$ cat src/rtl/alu_pkg.sv
// Shared definitions for the ALU arbiter: opcodes, FSM encoding, opcode check.
package alu_pkg;

    // Supported ALU opcodes
    localparam logic [5:0] OP_ADD = 6'b100000;
    localparam logic [5:0] OP_SUB = 6'b100010;
    localparam logic [5:0] OP_AND = 6'b100100;
    localparam logic [5:0] OP_OR  = 6'b100101;
    localparam logic [5:0] OP_XOR = 6'b100110;
    localparam logic [5:0] OP_SRA = 6'b000011;
    localparam logic [5:0] OP_SRL = 6'b000010;
    localparam logic [5:0] OP_NOR = 6'b100111;

    // Arbiter FSM encoding
    localparam logic [1:0] ST_IDLE = 2'd0;
    localparam logic [1:0] ST_EXEC = 2'd1;
    localparam logic [1:0] ST_RESP = 2'd2;

    // True when op is one of the eight supported codes
    function automatic logic op_is_valid(input logic [5:0] op);
        case (op)
            OP_ADD, OP_SUB, OP_AND, OP_OR,
            OP_XOR, OP_SRA, OP_SRL, OP_NOR: op_is_valid = 1'b1;
            default:                        op_is_valid = 1'b0;
        endcase
    endfunction

endpackage

$ cat src/rtl/modulo_alu.sv
// Combinational ALU: wrap-around arithmetic, logic ops and shifts.
// Unsupported opcodes produce all ones.
module modulo_alu
    import alu_pkg::*;
#(
    parameter int lenD = 8,
    parameter int lenO = 6
) (
    input  logic [lenD-1:0] i_a,
    input  logic [lenD-1:0] i_b,
    input  logic [lenO-1:0] i_op,
    output logic [lenD-1:0] o_y
);

    // Opcode decode and result select; shift amount is the full b operand
    always_comb begin
        o_y = '1;
        case (i_op)
            OP_ADD: o_y = i_a + i_b;
            OP_SUB: o_y = i_a - i_b;
            OP_AND: o_y = i_a & i_b;
            OP_OR:  o_y = i_a | i_b;
            OP_XOR: o_y = i_a ^ i_b;
            OP_SRA: o_y = $signed(i_a) >>> i_b;
            OP_SRL: o_y = i_a >> i_b;
            OP_NOR: o_y = ~(i_a | i_b);
            default: o_y = '1;
        endcase
    end

endmodule

$ cat src/rtl/modulo_alu_arbiter.sv
// Two-requester round-robin front end for a single shared ALU.
// One operation in flight: IDLE accepts, EXEC captures the result,
// RESP holds it until the owner takes it.
module modulo_alu_arbiter
    import alu_pkg::*;
#(
    parameter int lenD = 8,
    parameter int lenO = 6
) (
    input  logic            clk,
    input  logic            rst_n,
    input  logic            r0_valid,
    output logic            r0_ready,
    input  logic [lenD-1:0] r0_a,
    input  logic [lenD-1:0] r0_b,
    input  logic [lenO-1:0] r0_op,
    input  logic            r1_valid,
    output logic            r1_ready,
    input  logic [lenD-1:0] r1_a,
    input  logic [lenD-1:0] r1_b,
    input  logic [lenO-1:0] r1_op,
    output logic            rsp_valid,
    output logic            rsp_id,
    input  logic            rsp_ready,
    output logic [lenD-1:0] rsp_data,
    output logic            rsp_err
);

    logic [1:0]      r_state;
    logic            r_ptr;
    logic            r_id;
    logic [lenD-1:0] r_a;
    logic [lenD-1:0] r_b;
    logic [lenO-1:0] r_op;
    logic [lenD-1:0] r_data;
    logic            r_err;

    logic            w_idle;
    logic            w_acc0;
    logic            w_acc1;
    logic [lenD-1:0] w_alu_y;

    // Grant: a lone valid requester always wins; on contention the pointer decides.
    // Ready is also held low while reset is asserted.
    assign w_idle   = rst_n && (r_state == ST_IDLE);
    assign r0_ready = w_idle && r0_valid && (!r1_valid || !r_ptr);
    assign r1_ready = w_idle && r1_valid && (!r0_valid ||  r_ptr);
    assign w_acc0   = r0_ready && r0_valid;
    assign w_acc1   = r1_ready && r1_valid;

    assign rsp_valid = (r_state == ST_RESP);
    assign rsp_id    = r_id;
    assign rsp_data  = r_data;
    assign rsp_err   = r_err;

    modulo_alu #(
        .lenD (lenD),
        .lenO (lenO)
    ) u_alu (
        .i_a  (r_a),
        .i_b  (r_b),
        .i_op (r_op),
        .o_y  (w_alu_y)
    );

    // Handshake FSM, operand latch, round-robin pointer and result hold
    always_ff @(posedge clk) begin
        if (!rst_n) begin
            r_state <= ST_IDLE;
            r_ptr   <= 1'b0;
            r_id    <= 1'b0;
            r_a     <= '0;
            r_b     <= '0;
            r_op    <= '0;
            r_data  <= '0;
            r_err   <= 1'b0;
        end else begin
            case (r_state)
                ST_IDLE: begin
                    if (w_acc0 || w_acc1) begin
                        r_a     <= w_acc1 ? r1_a  : r0_a;
                        r_b     <= w_acc1 ? r1_b  : r0_b;
                        r_op    <= w_acc1 ? r1_op : r0_op;
                        r_id    <= w_acc1;
                        r_ptr   <= ~w_acc1;
                        r_state <= ST_EXEC;
                    end
                end
                ST_EXEC: begin
                    r_data  <= w_alu_y;
                    r_err   <= ~op_is_valid(r_op);
                    r_state <= ST_RESP;
                end
                ST_RESP: begin
                    if (rsp_ready) r_state <= ST_IDLE;
                end
                default: r_state <= ST_IDLE;
            endcase
        end
    end

endmodule

$ cat config.mk
export PLATFORM = sky130hd
export DESIGN_NAME = modulo_alu_arbiter
export DESIGN_NICKNAME = d
export VERILOG_FILES = /design/src/rtl/alu_pkg.sv /design/src/rtl/modulo_alu.sv /design/src/rtl/modulo_alu_arbiter.sv
export SDC_FILE = /design/constraint.sdc
export NUM_CORES = 1
export LEC_CHECK = 0
export CAP_MARGIN = 10
export CELL_PAD_IN_SITES_DETAIL_PLACEMENT = 0
export CELL_PAD_IN_SITES_GLOBAL_PLACEMENT = 1
export CORE_MARGIN = 5
export CORE_UTILIZATION = 38
export DETAILED_ROUTE_END_ITERATION = 8
export PLACE_DENSITY = 0.8
export SLEW_MARGIN = 0
export SYNTH_ARGS = -nofsm -noshare
export SYNTH_HDL_FRONTEND = slang
export SYNTH_HIERARCHICAL = 1
export SYNTH_SLANG_ARGS = --single-unit
$ cat constraint.sdc
create_clock -name clk -period 3.58 [get_ports clk]
set_input_delay 0.358 -clock clk [delete_from_list [all_inputs] [get_ports clk]]
set_output_delay 0.358 -clock clk [all_outputs]
set_load 0.01 [all_outputs]
==> flow_metrics.py <==
metrics = {
    "cts": {
        "post_cts_resized": 0,
        "cts_setup_buffers": 0,
        "h-tree-depth": 2,
        "path_clk_slew_ns": 0.07,
        "cts_tree": "built",
        "clkSinkCount": 35,
        "cts_buffer_depth": 2,
        "postCtsHoldBufs": 0,
        "cts_buffers": 5,
        "cts-root-buf": "clkbuf_8",
        "clk_latency_ns": 0.29,
    },
    "critical_path": {
        "slowest_delay_ns": 0.42,
        "crit_type": "flip-flop to flip-flop",
        "r2r_end": "rsp_data[6]$_SDFFE_PN0N_",
        "reg2regPathDepth": 12,
        "endpoint_kind": "flip-flop",
        "path_cells": "nor3_1 -> and3_1 -> nor2_1 -> xnor2_1 -> ha_1 -> nor2b_1 -> o31a_1 -> o21a_1 -> or3_1 -> a31o_2 -> nand2_1 -> a21oi_1",
        "path_max_fanout": 7,
        "crit_arrival_ns": 3.15,
        "r2r_slack_ns": 0.60,
        "crit_slowest_cell": "nor3_1",
        "cp-start-kind": "flip-flop",
        "required_ns": 3.75,
        "reg2reg_from": "r_op[4]$_SDFFE_PN0P_",
    },
    "synthesis": {
        "async_flop_share": 0,
        "synth_top_family_by_area": "compound AO/OA/AOI/OAI gates",
        "synthSimpleGateAreaFrac": 0.225,
        "synth_compound_area_frac": 0.280,
        "syn_avg_cell_area_um2": 7.73,
        "ys_warn_count": 6,
        "synth_adder_area_share": 0.103,
        "yosysSeqAreaShare": 0.225,
        "synth_edf_count": 0,
        "yosys_register_bits": 35,
        "synth_xor_area_frac": 0.0169,
        "netlist_area_um2": 3110,
        "netlist_instances": 403,
        "synthMuxAreaShare": 0.0715,
        "synthesis.nets": 477,
        "yosysUniqueCellTypes": 54,
        "dominantRegCellSynth": "dfxtp_1",
    },
    "route": {
        "drtPass1Iterations": 5,
        "drc_errors": 0,
        "totalWireLength_mm": 9.66,
        "ant_nets": 0,
        "via_per_inst": 5.76,
        "avgRoutedWirePerCell_um": 17.3,
        "vias": 3221,
        "first_iter_violations": 209,
    },
    "power": {
        "p_leak_nw": 1.45,
        "peakVddDrop_mv": 0.171,
        "power_density_nw_per_um2": 382,
    },
    "min_path": {
        "hold_start": "rsp_data[6]$_SDFFE_PN0N_",
        "min_to": "rsp_data[6]$_SDFFE_PN0N_",
        "min_delay_path_depth": 2,
        "min_path_type": "flip-flop to flip-flop",
    },
    "cells_and_area": {
        "area_growth_pct": 24.7,
        "fin_nets": 527,
        "fillers": 862,
        "drive_gt1_frac": 0.0595,
        "fin_area_um2": 3880,
        "diodes": 0,
    },
    "die": {
        "fp.dieH_um": 101,
        "initial_core_util": 0.385,
        "die_area_um2": 10100,
        "io_pins": 62,
        "rows": 33,
        "coreArea_um2": 8090,
        "dieWidth_um": 101,
    },
    "global_routing": {
        "grt_pass1_vias": 3090,
        "grt_max_degree": 27,
        "antenna_found_initial": 0,
        "overflow": 0,
        "track_usage": 0.195,
        "grt_pass1_wl_mm": 15.7,
    },
    "placement": {
        "place_congestion": 0.957,
        "io_buffer_count": 61,
        "dp_hpwl_mm": 7.62,
        "place_area_um2": 3800,
    },
    "sta": {
        "slew_headroom": 0.236,
        "tightestPinTransition_ns": 1.13,
        "final-max-slew-violation-count": 0,
        "fin_skew_ns": 0.00595,
        "tns_ns": 0,
        "hold_viol": 0,
        "max_clock_freq_mhz": 335,
        "setup_viol": 0,
        "timing.final.crit_share": 0.834,
        "layout_min_cycle_time_ns": 2.98,
        "rsz0062_at_grt": "no",
    },
    "run_status": {
        "status": "complete, no violations",
    },
    "flow_run": {
        "drv_cap": 0,
    },
}
worst max-delay path: cells and delay by family, from the launching register on:
family / cells / cell delay, ns
compound gates: 4 / 0.71
xor+xnor: 1 / 0.12
fa+ha+maj: 1 / 0.33
flops: 1 / 0.38
simple gates: 6 / 1.31
layer usage:
| layer | wire length, um | up-vias | GRT usage |
|---|---|---|---|
| met1 | 4360 | 1493 | 0.256 |
| met5 | 0 | - | 0 |
| met4 | 232 | 0 | 0.0684 |
| met3 | 561 | 20 | 0.0367 |
| met2 | 4510 | 119 | 0.320 |
| li1 | - | 1589 | - |
registers in the layout, indices dropped and copies added, names as in the netlist:
name      count
r_a           8
r_b           8
r_op          6
r_ptr         1
r_state       2
rsp_data      8
rsp_err       1
rsp_id        1
stage by stage:
stage / utilization / setup WS, ns / std cells / power (mW) / hold WS, ns
final: 0.480 / 0.595 / 559 / 1.48 / 0.453
after floorplan: - / 0.633 / 403 / 0.974 / 0.473
after CTS: 0.480 / 0.605 / 559 / 1.48 / 0.455
after detailed placement: 0.470 / 0.643 / 551 / 1.20 / 0.445
after global routing: 0.480 / 0.336 / 559 / 1.59 / 0.474
after global placement: 0.470 / 0.721 / 551 / 1.20 / 0.444
worst max path at each step:
stage                         start                        to  slack [ns]  depth (start not counted)
2_1_floorplan   r_b[1]$_SDFFE_PN0P_  rsp_data[6]$_SDFFE_PN0N_        0.63                         13
3_3_place_gp   r_op[4]$_SDFFE_PN0P_  rsp_data[6]$_SDFFE_PN0N_        0.72                         12
3_5_place_dp   r_op[4]$_SDFFE_PN0P_  rsp_data[6]$_SDFFE_PN0N_        0.64                         12
4_1_cts        r_op[4]$_SDFFE_PN0P_  rsp_data[6]$_SDFFE_PN0N_        0.61                         12
5_1_grt        r_op[4]$_SDFFE_PN0P_  rsp_data[6]$_SDFFE_PN0N_        0.34                         12
6_report       r_op[4]$_SDFFE_PN0P_  rsp_data[6]$_SDFFE_PN0N_        0.60                         12
power breakdown:
group          switching (mW)  leakage, nW  internal [mW]
combinational           0.373         1.12          0.328
sequential             0.0660        0.289          0.432
clock                   0.147       0.0412          0.136
cell usage after synthesis, types with 3 or more instances:
cell      number  area (um2)
nor4_1         3        18.8
mux2i_1       20         200
o21ai_0       18        90.1
xnor2_1        6        52.6
and2_1         3        18.8
o21a_1         6        45.0
a31oi_1        3        18.8
nand2_1       55         206
nand2b_1       5        31.3
a21o_1         4        30.0
inv_1         26        97.6
nor2b_1       10        62.6
ha_1          24         300
a211o_1        4        35.0
o31a_1         4        35.0
nor3_1        28         140
a21oi_1       18        90.1
buf_6          4        45.0
nor2_1        16        60.1
buf_2          5        25.0
nand3_1        8        40.0
a221o_1       23         230
a211oi_1       6        45.0
clkbuf_1      20        75.1
dfxtp_1       35         701
o211ai_1       9        67.6
cells by family after synthesis:
group / count (synthesis)
simple gates: 144
mux: 22
compound gates: 116
buf+inv: 55
flops: 35
xor+xnor: 6
fa+ha+maj: 25
area by class of cell:
cell class | count | area (um2) | share of cell area
inverter | 26 | 97.6 | 0.0251
sequential | 35 | 701 | 0.180
timing repair buffer | 72 | 693 | 0.178
clock buffer | 6 | 72.6 | 0.0187
clock inverter | 2 | 12.5 | 0.00322
tap | 105 | 131 | 0.0338
multi-input combinational | 313 | 2180 | 0.560
placed cells by master (no fill, tap or decap), types with 3 or more instances in the layout:
master,count
o211ai_1,9
dfxtp_1,35
nor2b_1,10
nor2_1,16
o31a_1,4
nand2_1,55
mux2i_1,20
nand3_1,8
a211oi_1,6
clkbuf_8,5
a21o_1,4
o21a_1,6
a21oi_1,18
inv_1,26
nor3_1,28
and2_1,3
o21ai_0,18
a221o_1,23
xnor2_1,6
buf_4,11
clkdlybuf4s50_1,61
a31oi_1,3
nand2b_1,5
nor4_1,3
ha_1,24
a211o_1,4
(Power assumes the default switching activity.)
